`src/rtl/uart_register_bridge.sv`:
```
// Decodes UART command packets into register bus reads/writes and returns a response packet.
// Build option REG_BRIDGE_NACK_EN: malformed packets addressed here get a one-byte 8'hFF NACK.
module uart_register_bridge #(
    parameter logic [7:0] LOCAL_ID = 8'h10,
    parameter int         ADDR_W   = 8
) (
    input  logic              ipClk,
    input  logic              ipReset,
    input  logic              ipRxValid,
    input  logic              ipRxSoP,
    input  logic              ipRxEoP,
    input  logic [7:0]        ipRxSource,
    input  logic [7:0]        ipRxDestination,
    input  logic [7:0]        ipRxLength,
    input  logic [7:0]        ipRxData,
    output logic [ADDR_W-1:0] opAddress,
    output logic [31:0]       opWrData,
    output logic              opWrEnable,
    output logic              opRdEnable,
    input  logic [31:0]       ipRdData,
    output logic              opTxValid,
    input  logic              ipTxReady,
    output logic              opTxSoP,
    output logic              opTxEoP,
    output logic [7:0]        opTxSource,
    output logic [7:0]        opTxDestination,
    output logic [7:0]        opTxLength,
    output logic [7:0]        opTxData,
    output logic              opBusy
);

`ifdef REG_BRIDGE_NACK_EN
    localparam logic NackEn = 1'b1;
`else
    localparam logic NackEn = 1'b0;
`endif

    typedef enum logic [2:0] {IDLE, RECEIVE, DISCARD, EXECUTE, READ_WAIT, RESPOND} state_t;

    state_t            state_q, state_d;
    logic [7:0]        opcode_q, opcode_d;
    logic [ADDR_W-1:0] addr_q, addr_d;
    logic [31:0]       wrData_q, wrData_d;
    logic [31:0]       rdData_q, rdData_d;
    logic [2:0]        count_q, count_d;
    logic [2:0]        txIdx_q, txIdx_d;
    logic [7:0]        srcId_q, srcId_d;
    logic [7:0]        txLen_q, txLen_d;
    logic              nack_q, nack_d;
    logic              drop_q, drop_d;

    logic [2:0] newCount;
    logic       acceptSop;
    logic       cmdValid;
    logic       txEop;
    logic [7:0] addrByte;
    logic [7:0] txByte;

    assign newCount  = count_q + 3'd1;
    assign acceptSop = ipRxValid && ipRxSoP && (state_q == IDLE || state_q == RECEIVE);
    assign cmdValid  = ((opcode_q == 8'h00) && (ipRxLength == 8'd2) && (newCount == 3'd2)) ||
                       ((opcode_q == 8'h01) && (ipRxLength == 8'd6) && (newCount == 3'd6));
    assign txEop     = ({5'd0, txIdx_q} == (txLen_q - 8'd1));

    always_ff @(posedge ipClk) begin
        if (ipReset) begin
            state_q  <= IDLE;
            opcode_q <= '0;
            addr_q   <= '0;
            wrData_q <= '0;
            rdData_q <= '0;
            count_q  <= '0;
            txIdx_q  <= '0;
            srcId_q  <= '0;
            txLen_q  <= '0;
            nack_q   <= 1'b0;
            drop_q   <= 1'b0;
        end else begin
            state_q  <= state_d;
            opcode_q <= opcode_d;
            addr_q   <= addr_d;
            wrData_q <= wrData_d;
            rdData_q <= rdData_d;
            count_q  <= count_d;
            txIdx_q  <= txIdx_d;
            srcId_q  <= srcId_d;
            txLen_q  <= txLen_d;
            nack_q   <= nack_d;
            drop_q   <= drop_d;
        end
    end

    always_comb begin
        state_d  = state_q;
        opcode_d = opcode_q;
        addr_d   = addr_q;
        wrData_d = wrData_q;
        rdData_d = rdData_q;
        count_d  = count_q;
        txIdx_d  = txIdx_q;
        srcId_d  = srcId_q;
        txLen_d  = txLen_q;
        nack_d   = nack_q;
        drop_d   = drop_q;

        // A packet that starts while a command is in flight is ignored up to its EoP.
        if (drop_q && ipRxValid && ipRxEoP) begin
            drop_d = 1'b0;
        end
        if (ipRxValid && ipRxSoP && !ipRxEoP &&
            (state_q == EXECUTE || state_q == READ_WAIT || state_q == RESPOND)) begin
            drop_d = 1'b1;
        end

        if (acceptSop) begin
            drop_d   = 1'b0;
            nack_d   = 1'b0;
            opcode_d = ipRxData;
            srcId_d  = ipRxSource;
            count_d  = 3'd1;
            if (ipRxDestination != LOCAL_ID) begin
                state_d = ipRxEoP ? IDLE : DISCARD;
            end else if (ipRxEoP) begin
                state_d = NackEn ? EXECUTE : IDLE;
                nack_d  = NackEn;
            end else begin
                state_d = RECEIVE;
            end
        end else begin
            case (state_q)
                RECEIVE: begin
                    if (ipRxValid) begin
                        count_d = newCount;
                        case (count_q)
                            3'd1:    addr_d          = ipRxData[ADDR_W-1:0];
                            3'd2:    wrData_d[7:0]   = ipRxData;
                            3'd3:    wrData_d[15:8]  = ipRxData;
                            3'd4:    wrData_d[23:16] = ipRxData;
                            3'd5:    wrData_d[31:24] = ipRxData;
                            default: ;
                        endcase
                        if (ipRxEoP) begin
                            if (cmdValid) begin
                                state_d = EXECUTE;
                            end else begin
                                state_d = NackEn ? EXECUTE : IDLE;
                                nack_d  = NackEn;
                            end
                        end else if (count_q == 3'd6) begin
                            state_d = DISCARD;
                            nack_d  = NackEn;
                        end
                    end
                end
                DISCARD: begin
                    if (ipRxValid && ipRxEoP) begin
                        state_d = nack_q ? EXECUTE : IDLE;
                    end
                end
                EXECUTE: begin
                    txIdx_d = '0;
                    if (nack_q) begin
                        state_d = RESPOND;
                        txLen_d = 8'd1;
                    end else if (opcode_q == 8'h01) begin
                        state_d = RESPOND;
                        txLen_d = 8'd2;
                    end else begin
                        state_d = READ_WAIT;
                    end
                end
                READ_WAIT: begin
                    rdData_d = ipRdData;
                    state_d  = RESPOND;
                    txLen_d  = 8'd6;
                    txIdx_d  = '0;
                end
                RESPOND: begin
                    if (ipTxReady) begin
                        if (txEop) begin
                            state_d = IDLE;
                        end else begin
                            txIdx_d = txIdx_q + 3'd1;
                        end
                    end
                end
                default: ;
            endcase
        end
    end

    always_comb begin
        addrByte               = '0;
        addrByte[ADDR_W-1:0]   = addr_q;
    end

    // Response payload: opcode (or NACK marker), address, then read data LSB first.
    always_comb begin
        txByte = '0;
        case (txIdx_q)
            3'd0:    txByte = nack_q ? 8'hFF : opcode_q;
            3'd1:    txByte = addrByte;
            3'd2:    txByte = rdData_q[7:0];
            3'd3:    txByte = rdData_q[15:8];
            3'd4:    txByte = rdData_q[23:16];
            3'd5:    txByte = rdData_q[31:24];
            default: txByte = '0;
        endcase
    end

    assign opAddress       = addr_q;
    assign opWrData        = wrData_q;
    assign opWrEnable      = (state_q == EXECUTE) && !nack_q && (opcode_q == 8'h01);
    assign opRdEnable      = (state_q == EXECUTE) && !nack_q && (opcode_q == 8'h00);
    assign opTxValid       = (state_q == RESPOND);
    assign opTxSoP         = opTxValid && (txIdx_q == 3'd0);
    assign opTxEoP         = opTxValid && txEop;
    assign opTxSource      = opTxValid ? LOCAL_ID : 8'h00;
    assign opTxDestination = opTxValid ? srcId_q : 8'h00;
    assign opTxLength      = opTxValid ? txLen_q : 8'h00;
    assign opTxData        = opTxValid ? txByte : 8'h00;
    assign opBusy          = (state_q != IDLE);

endmodule

```
`config.mk`:
```
export PLATFORM = sky130hd
export DESIGN_NAME = uart_register_bridge
export DESIGN_NICKNAME = d
export VERILOG_FILES = /design/src/rtl/uart_register_bridge.sv
export SDC_FILE = /design/constraint.sdc
export NUM_CORES = 1
export LEC_CHECK = 0
export CELL_PAD_IN_SITES_DETAIL_PLACEMENT = 0
export CELL_PAD_IN_SITES_GLOBAL_PLACEMENT = 1
export CORE_MARGIN = 2
export CORE_UTILIZATION = 36
export DETAILED_ROUTE_END_ITERATION = 7
export GPL_ROUTABILITY_DRIVEN = 0
export GPL_TIMING_DRIVEN = 0
export PLACE_DENSITY_LB_ADDON = 0.1
export SETUP_SLACK_MARGIN = 0.2
export SLEW_MARGIN = 5
export SYNTH_ARGS = -nofsm -noshare
export SYNTH_HDL_FRONTEND = slang
export SYNTH_SLANG_ARGS = --single-unit
```
`constraint.sdc`:
```
create_clock -name ipClk -period 4.8 [get_ports ipClk]
set_input_delay 0.72 -clock ipClk [delete_from_list [all_inputs] [get_ports ipClk]]
set_output_delay 0.72 -clock ipClk [all_outputs]
set_load 0.02 [all_outputs]
```
==> results of run 1 <==
[power by group]
| group | switching, mW | internal, mW | total, mW |
|---|---|---|---|
| combinational | 0.0959 | 0.0945 | 0.190 |
| sequential | 0.0113 | 0.834 | 0.846 |
| clock | 0.310 | 0.456 | 0.766 |
| total | 0.417 | 1.38 | 1.80 |
[area by class of cell]
class / count / area, sq um
clock inverters: 7 / 91.3
fillers: 1208 / 5690
well taps: 168 / 210
inverters: 13 / 48.8
flip-flops and latches: 99 / 1980
repair buffers: 133 / 1330
multi-input cells: 392 / 2280
plain buffers: 48 / 253
clock buffers: 9 / 225
[critical path, stage by stage, from the launching register on]
cell and delay [ns]:
sky130_fd_sc_hd__dfxtp_1 0.36, sky130_fd_sc_hd__clkbuf_1 0.42, sky130_fd_sc_hd__clkbuf_1 0.40, sky130_fd_sc_hd__inv_1 0.11, sky130_fd_sc_hd__ha_1 0.21, sky130_fd_sc_hd__buf_1 0.19, sky130_fd_sc_hd__a222oi_1 0.40, sky130_fd_sc_hd__a21oi_1 0.14
sky130_fd_sc_hd__clkdlybuf4s50_1 0.57
[cells in the mapped netlist, types with 3 or more instances]
cell type	count	area (sq um)
sky130_fd_sc_hd__nand2_1	113	424
sky130_fd_sc_hd__dfxtp_1	99	1980
sky130_fd_sc_hd__a21oi_1	69	345
sky130_fd_sc_hd__nor2_1	53	199
sky130_fd_sc_hd__mux2i_1	34	340
sky130_fd_sc_hd__clkbuf_1	27	101
sky130_fd_sc_hd__nand3_1	16	80.1
sky130_fd_sc_hd__buf_4	14	105
sky130_fd_sc_hd__inv_1	13	48.8
sky130_fd_sc_hd__ha_1	12	150
sky130_fd_sc_hd__and3_1	11	68.8
sky130_fd_sc_hd__mux2_2	8	90.1
sky130_fd_sc_hd__a222oi_1	7	70.1
sky130_fd_sc_hd__a221oi_1	5	43.8
sky130_fd_sc_hd__nor3_1	5	25.0
sky130_fd_sc_hd__buf_2	4	20.0
sky130_fd_sc_hd__nor2b_1	4	25.0
sky130_fd_sc_hd__a22o_1	3	26.3
sky130_fd_sc_hd__o21ai_0	3	15.0
sky130_fd_sc_hd__xnor2_1	3	26.3
[flip-flops by register name, summed over array words and instances (netlist names)]
register,count
txIdx_q,3
count_q,3
opcode_q,8
state_q,3
opAddress,8
srcId_q,8
rdData_q,32
txLen_q,2
opWrData,32
[metal layers]
metal  wire length, microns  track usage [%]
met5                      0                0
met3                    878             3.24
met4                    144             5.56
met1                   6270             26.5
met2                   6110             32.8
[cell families after synthesis]
group	count (synthesis)	share of synthesized area, %
buffers and inverters	61	6.68
DFF	99	43.9
and+or+nand+nor	221	22.1
xor gates and xnor gates	3	0.582
adders and majority gates	12	3.32
muxes	43	9.78
other	1	0.0830
AOI/OAI and AO/OA	100	13.6
[metrics by stage]
step / worst slack, ns / instances / utilization [%] / instance area (sq um)
2_1_floorplan: 2.17 / 552 / - / 4560
3_3_place_gp: 1.35 / 853 / 50.4 / 6100
3_5_place_dp: 1.34 / 853 / 50.4 / 6100
4_1_cts: 0.935 / 869 / 53.0 / 6420
5_1_grt: 0.677 / 869 / 53.0 / 6420
6_report: 0.945 / 869 / 53.0 / 6420
[worst paths after layout]
check,endpoint,cells after the start,slack (ns)
max reg2reg,opcode_q[2],7,2.32
min,rdData_q[20],2,0.45
max,opTxData[4],8,0.95
min reg2reg,rdData_q[20],2,0.45
==> flow_results.xml, run 1 <==
<?xml version="1.0" encoding="UTF-8"?>
<metrics>
  <group name="sta">
    <metric name="timing.final.max_slew_violations" unit="">0</metric>
    <metric name="period_needed" unit="ns">3.85</metric>
    <metric name="rsz_0062_raised_after_global_routing" unit="">false</metric>
    <metric name="slew_at_the_pin_with_the_worst_max_slew_slack" unit="ns">0.644</metric>
    <metric name="report.final.setup_viol" unit="">0</metric>
    <metric name="finalSetupTns" unit="ns">0</metric>
    <metric name="hold_violations" unit="">0</metric>
    <metric name="relSlewSlack" unit="%">56.6</metric>
    <metric name="final.period_utilization" unit="%">80.3</metric>
    <metric name="worst_hold_slack" unit="ns">0.451</metric>
    <metric name="finClkSkew" unit="ns">0.00440</metric>
    <metric name="max_clock_freq" unit="MHz">259</metric>
  </group>
  <group name="cts">
    <metric name="clock_tree.htree_level_count" unit="">3</metric>
    <metric name="postCtsSetupRepairBufs" unit="">0</metric>
    <metric name="clock-sinks" unit="">99</metric>
    <metric name="clk_latency" unit="ns">0.33</metric>
    <metric name="clkSlewWorstSetupHoldPaths" unit="ns">0.07</metric>
    <metric name="hold_fix_buffer_count_after_cts" unit="">0</metric>
    <metric name="clock-root-buffer" unit="">sky130_fd_sc_hd__clkbuf_16</metric>
    <metric name="clockBufferDepth" unit="">2</metric>
    <metric name="cts_tree" unit="">done</metric>
    <metric name="post_cts_resize_count" unit="">0</metric>
    <metric name="cts_made_buffers" unit="">9</metric>
  </group>
  <group name="routing">
    <metric name="detail_route.first_pass.iterations" unit="">5</metric>
    <metric name="vias" unit="">4338</metric>
    <metric name="remaining_drc_errors" unit="">0</metric>
    <metric name="ant_nets" unit="">0</metric>
    <metric name="detail_route.wl_per_cell" unit="microns">15.4</metric>
    <metric name="vias_per_cell" unit="">4.99</metric>
    <metric name="drt-total-wl" unit="mm">13.4</metric>
    <metric name="drt_iter0_drc" unit="">218</metric>
  </group>
  <group name="global_route">
    <metric name="global_route.usage.total" unit="%">19.7</metric>
    <metric name="grt_antenna_before_repair" unit="">0</metric>
    <metric name="wire_length_of_the_first_global_routing_pass" unit="mm">20.6</metric>
    <metric name="globalRoute.totalOverflow" unit="">0</metric>
    <metric name="vias_in_the_first_global_route" unit="">4077</metric>
    <metric name="maximum_number_of_pins_on_one_net_before_global_route_repair" unit="">17</metric>
  </group>
  <group name="logic_synthesis">
    <metric name="synth.cell_area" unit="sq um">4520</metric>
    <metric name="postSynth.topFlopCell" unit="">sky130_fd_sc_hd__dfxtp_1</metric>
    <metric name="number_of_flops_mapped_to_enable_cells_by_yosys" unit="">0</metric>
    <metric name="postSynthAreaPerCell" unit="sq um">8.36</metric>
    <metric name="yosys_warnings" unit="">0</metric>
    <metric name="ys_ff_latch" unit="">99</metric>
    <metric name="async_reset_ff_share" unit="%">0</metric>
    <metric name="yosysSeqAreaShare" unit="%">43.9</metric>
    <metric name="synth_cell_type_count" unit="">51</metric>
    <metric name="synthesis.instances" unit="">540</metric>
  </group>
  <group name="outcome">
    <metric name="outcome" unit="">finished, final reports clean</metric>
  </group>
  <group name="placed_design">
    <metric name="post-dp-hpwl" unit="mm">10.3</metric>
    <metric name="io_buffers" unit="">133</metric>
  </group>
  <group name="power_and_ir_drop">
    <metric name="power.total" unit="mW">1.80</metric>
    <metric name="p_per_area" unit="nW/um^2">281</metric>
    <metric name="ir_drop" unit="mV">0.140</metric>
    <metric name="p_leak" unit="nW">2.46</metric>
  </group>
  <group name="critical_path">
    <metric name="critical_path_peak_fanout" unit="">10</metric>
    <metric name="criticalPathCategory" unit="">flip-flop to output pin</metric>
    <metric name="required_time_worst_endpoint" unit="ns">4.08</metric>
    <metric name="r2r-start" unit="">state_q[1]</metric>
    <metric name="critical_path.startpoint_type" unit="">flip-flop</metric>
    <metric name="endpoint_arrival_time_on_the_critical_path" unit="ns">3.13</metric>
    <metric name="worstSetupStartpoint" unit="">txIdx_q[2]</metric>
    <metric name="cp-end-kind" unit="">output pin</metric>
  </group>
  <group name="final_layout">
    <metric name="num-nets-final" unit="">778</metric>
    <metric name="layout-drive-gt1-share" unit="%">7.42</metric>
    <metric name="most_common_library_cell_in_the_layout_ignoring_fill_and_taps" unit="">sky130_fd_sc_hd__clkdlybuf4s50_1</metric>
    <metric name="flow.area_growth_from_synthesis" unit="%">42.1</metric>
    <metric name="layout.cells.most_common_list" unit="">sky130_fd_sc_hd__clkdlybuf4s50_1 (133), sky130_fd_sc_hd__nand2_1 (113), sky130_fd_sc_hd__dfxtp_1 (99), sky130_fd_sc_hd__a21oi_1 (69), sky130_fd_sc_hd__nor2_1 (53)</metric>
    <metric name="number_of_antenna_cells_inserted" unit="">0</metric>
  </group>
  <group name="min_path">
    <metric name="hold_class" unit="">flip-flop to flip-flop</metric>
    <metric name="hp-start" unit="">rdData_q[20]</metric>
  </group>
  <group name="flow_run">
    <metric name="max_cap_viol_count" unit="">0</metric>
  </group>
  <group name="floorplanning">
    <metric name="die_h" unit="microns">116</metric>
    <metric name="dieWidth" unit="microns">116</metric>
    <metric name="die_area" unit="sq um">13500</metric>
    <metric name="core.rowCount" unit="">40</metric>
    <metric name="io_pins" unit="">148</metric>
    <metric name="floorplan.core_area" unit="sq um">12100</metric>
    <metric name="floorplan.initialDensity" unit="%">37.3</metric>
  </group>
</metrics>
(Power assumes the default switching activity.)
==> inputs of run 2 (changes only) <==
--- a/config.mk
+++ b/config.mk
@@ -8,7 +8,7 @@
 export CELL_PAD_IN_SITES_DETAIL_PLACEMENT = 0
 export CELL_PAD_IN_SITES_GLOBAL_PLACEMENT = 1
 export CORE_MARGIN = 2
-export CORE_UTILIZATION = 36
+export CORE_UTILIZATION = 30
 export DETAILED_ROUTE_END_ITERATION = 7
 export GPL_ROUTABILITY_DRIVEN = 0
 export GPL_TIMING_DRIVEN = 0
==> constraint.sdc (replaced) <==
create_clock -name ipClk -period 3.2 [get_ports ipClk]
set_input_delay 0.48 -clock ipClk [delete_from_list [all_inputs] [get_ports ipClk]]
set_output_delay 0.48 -clock ipClk [all_outputs]
set_load 0.02 [all_outputs]
==> run 2 against run 1 <==
  * Largest power group unchanged
  * Core utilization down 8.9 points
  * Die area up 19%
  * Critical path depth unchanged
  * Clock-buffer cell count up 1
  * Wire length up 4.9%
  * First-iteration DRC count up 20%
==> flow_results.xml, run 2 (synthesis results as in run 1) <==
<?xml version="1.0" encoding="UTF-8"?>
<metrics>
  <group name="outcome">
    <metric name="outcome" unit="">finished, final reports clean</metric>
  </group>
  <group name="final_layout">
    <metric name="fillCellCount" unit="">1463</metric>
    <metric name="flow.area_growth_from_synthesis" unit="%">43.1</metric>
    <metric name="number_of_antenna_cells_inserted" unit="">0</metric>
    <metric name="layout.cells.most_common_list" unit="">sky130_fd_sc_hd__clkdlybuf4s50_1 (124), sky130_fd_sc_hd__nand2_1 (113), sky130_fd_sc_hd__dfxtp_1 (97), sky130_fd_sc_hd__a21oi_1 (69), sky130_fd_sc_hd__nor2_1 (53)</metric>
    <metric name="num-nets-final" unit="">778</metric>
    <metric name="most_common_library_cell_in_the_layout_ignoring_fill_and_taps" unit="">sky130_fd_sc_hd__clkdlybuf4s50_1</metric>
    <metric name="layout-drive-gt1-share" unit="%">8.70</metric>
    <metric name="seqCellArea" unit="sq um">1980</metric>
    <metric name="finish.instance_area" unit="sq um">6460</metric>
    <metric name="multiInputGateArea" unit="sq um">2290</metric>
  </group>
  <group name="cts">
    <metric name="postCtsSetupRepairBufs" unit="">0</metric>
    <metric name="clk_latency" unit="ns">0.34</metric>
    <metric name="clkSlewWorstSetupHoldPaths" unit="ns">0.07</metric>
    <metric name="cts_made_buffers" unit="">9</metric>
    <metric name="cts_tree" unit="">done</metric>
    <metric name="clockBufferDepth" unit="">2</metric>
    <metric name="hold_fix_buffer_count_after_cts" unit="">0</metric>
    <metric name="clock-root-buffer" unit="">sky130_fd_sc_hd__clkbuf_16</metric>
    <metric name="clock-sinks" unit="">99</metric>
    <metric name="clock_tree.htree_level_count" unit="">3</metric>
  </group>
  <group name="routing">
    <metric name="vias_per_cell" unit="">4.89</metric>
    <metric name="drt-total-wl" unit="mm">14.1</metric>
    <metric name="remaining_drc_errors" unit="">0</metric>
    <metric name="detail_route.wl_per_cell" unit="microns">15.9</metric>
    <metric name="drt_iter0_drc" unit="">261</metric>
    <metric name="detail_route.first_pass.iterations" unit="">5</metric>
    <metric name="ant_nets" unit="">0</metric>
    <metric name="vias" unit="">4324</metric>
  </group>
  <group name="sta">
    <metric name="timing.final.max_slew_violations" unit="">0</metric>
    <metric name="slew_at_the_pin_with_the_worst_max_slew_slack" unit="ns">0.676</metric>
    <metric name="rsz_0062_raised_after_global_routing" unit="">false</metric>
    <metric name="period_needed" unit="ns">2.84</metric>
    <metric name="relSlewSlack" unit="%">54.9</metric>
    <metric name="max_clock_freq" unit="MHz">352</metric>
    <metric name="final.period_utilization" unit="%">88.9</metric>
    <metric name="finClkSkew" unit="ns">0.00446</metric>
    <metric name="report.final.setup_viol" unit="">0</metric>
    <metric name="hold_violations" unit="">0</metric>
  </group>
  <group name="global_route">
    <metric name="globalRoute.totalOverflow" unit="">0</metric>
    <metric name="wire_length_of_the_first_global_routing_pass" unit="mm">21.8</metric>
    <metric name="global_route.usage.total" unit="%">17.4</metric>
    <metric name="grt_antenna_before_repair" unit="">0</metric>
    <metric name="maximum_number_of_pins_on_one_net_before_global_route_repair" unit="">17</metric>
    <metric name="vias_in_the_first_global_route" unit="">4077</metric>
  </group>
  <group name="power_and_ir_drop">
    <metric name="ir_drop" unit="mV">0.243</metric>
    <metric name="power.total" unit="mW">2.72</metric>
    <metric name="p_leak" unit="nW">2.54</metric>
    <metric name="p_per_area" unit="nW/um^2">421</metric>
  </group>
  <group name="placed_design">
    <metric name="dpl_cell_area" unit="sq um">6120</metric>
    <metric name="io_buffers" unit="">133</metric>
    <metric name="post-dp-hpwl" unit="mm">10.9</metric>
  </group>
  <group name="critical_path">
    <metric name="r2r-start" unit="">state_q[1]</metric>
    <metric name="cp-end-kind" unit="">output pin</metric>
    <metric name="regToRegSetupSlack" unit="ns">0.70</metric>
    <metric name="worst-r2r-cell-count" unit="">7</metric>
    <metric name="critical_path.startpoint_type" unit="">flip-flop</metric>
    <metric name="critical_path_peak_fanout" unit="">10</metric>
    <metric name="criticalPathCategory" unit="">flip-flop to output pin</metric>
    <metric name="required_time_worst_endpoint" unit="ns">2.72</metric>
    <metric name="worst_r2r_endpoint" unit="">opcode_q[2]</metric>
    <metric name="endpoint_arrival_time_on_the_critical_path" unit="ns">2.36</metric>
  </group>
  <group name="floorplanning">
    <metric name="floorplan.core_area" unit="sq um">14600</metric>
    <metric name="core.rowCount" unit="">44</metric>
    <metric name="io_pins" unit="">148</metric>
    <metric name="die_area" unit="sq um">16100</metric>
    <metric name="floorplan.initialDensity" unit="%">30.8</metric>
    <metric name="dieWidth" unit="microns">127</metric>
    <metric name="die_h" unit="microns">127</metric>
  </group>
  <group name="min_path">
    <metric name="hold_class" unit="">flip-flop to flip-flop</metric>
    <metric name="hp-start" unit="">srcId_q[3]</metric>
    <metric name="timing.hold.worst_endpoint" unit="">srcId_q[3]</metric>
    <metric name="worst_hold_depth" unit="">2</metric>
  </group>
  <group name="flow_run">
    <metric name="max_cap_viol_count" unit="">0</metric>
  </group>
</metrics>
## run 2: layer usage
metal	wire length, microns	share of wire (%)	global-route usage, %	vias to the layer above
met4	327	2.3	7.24	0
met5	0	0	0	-
met1	6510	46	23.5	2010
li1	-	-	-	2140
met2	6330	45	27.2	151
met3	885	6.3	3.50	23
## run 2: timing repair
action / CTS / global route
endpoints found under the setup margin: 13 / 11
pin swaps: 0 / 1
resized for setup: 14 / 10
## run 2: per-stage QoR
| stage | utilization, % | hold slack (ns) | setup TNS [ns] | cells | setup WS [ns] |
|---|---|---|---|---|---|
| after detailed placement | 41.8 | 0.445 | -0.165 | 869 | -0.0551 |
| after floorplan | - | 0.432 | 0 | 552 | 0.813 |
| after CTS | 44.0 | 0.454 | 0 | 885 | 0.211 |
| final | 44.1 | 0.451 | 0 | 885 | 0.355 |
| after global placement | 41.8 | 0.437 | -0.0963 | 869 | -0.0287 |
| after global routing | 44.1 | 0.471 | 0 | 885 | 0.197 |
## run 2: worst max path at each step
stage | startpoint | end
global route | txIdx_q[1] | opTxData[2]
CTS | state_q[2] | opTxLength[1]
detailed placement | txIdx_q[2] | opTxData[1]
global placement | txIdx_q[2] | opTxData[6]
finish | txIdx_q[2] | opTxData[1]
floorplan | txIdx_q[2] | opTxData[1]
## run 2: cell type report
| class | count | area share (%) |
|---|---|---|
| inverters | 13 | 0.755 |
| flip-flops and latches | 99 | 30.7 |
| multi-input cells | 392 | 35.4 |
| plain buffers | 48 | 4.16 |
| well taps | 184 | 3.56 |
| clock inverters | 6 | 1.37 |
| repair buffers | 133 | 20.5 |
| clock buffers | 10 | 3.54 |
## run 2: worst max-delay path, stage by stage, from the launching register on
cell and delay [ns]:
sky130_fd_sc_hd__dfxtp_1 0.38, sky130_fd_sc_hd__buf_6 0.17, sky130_fd_sc_hd__clkbuf_4 0.21, sky130_fd_sc_hd__inv_1 0.06, sky130_fd_sc_hd__ha_1 0.19, sky130_fd_sc_hd__clkbuf_2 0.17
sky130_fd_sc_hd__a222oi_1 0.37, sky130_fd_sc_hd__a21oi_1 0.13, sky130_fd_sc_hd__dlygate4sd2_1 0.34
## run 2: power by group
group | total [mW] | internal, mW | leakage, nW | switching [mW]
registers | 1.27 | 1.25 | 0.801 | 0.0178
logic | 0.289 | 0.143 | 1.59 | 0.146
clock network | 1.16 | 0.687 | 0.149 | 0.473
total | 2.72 | 2.08 | 2.54 | 0.637
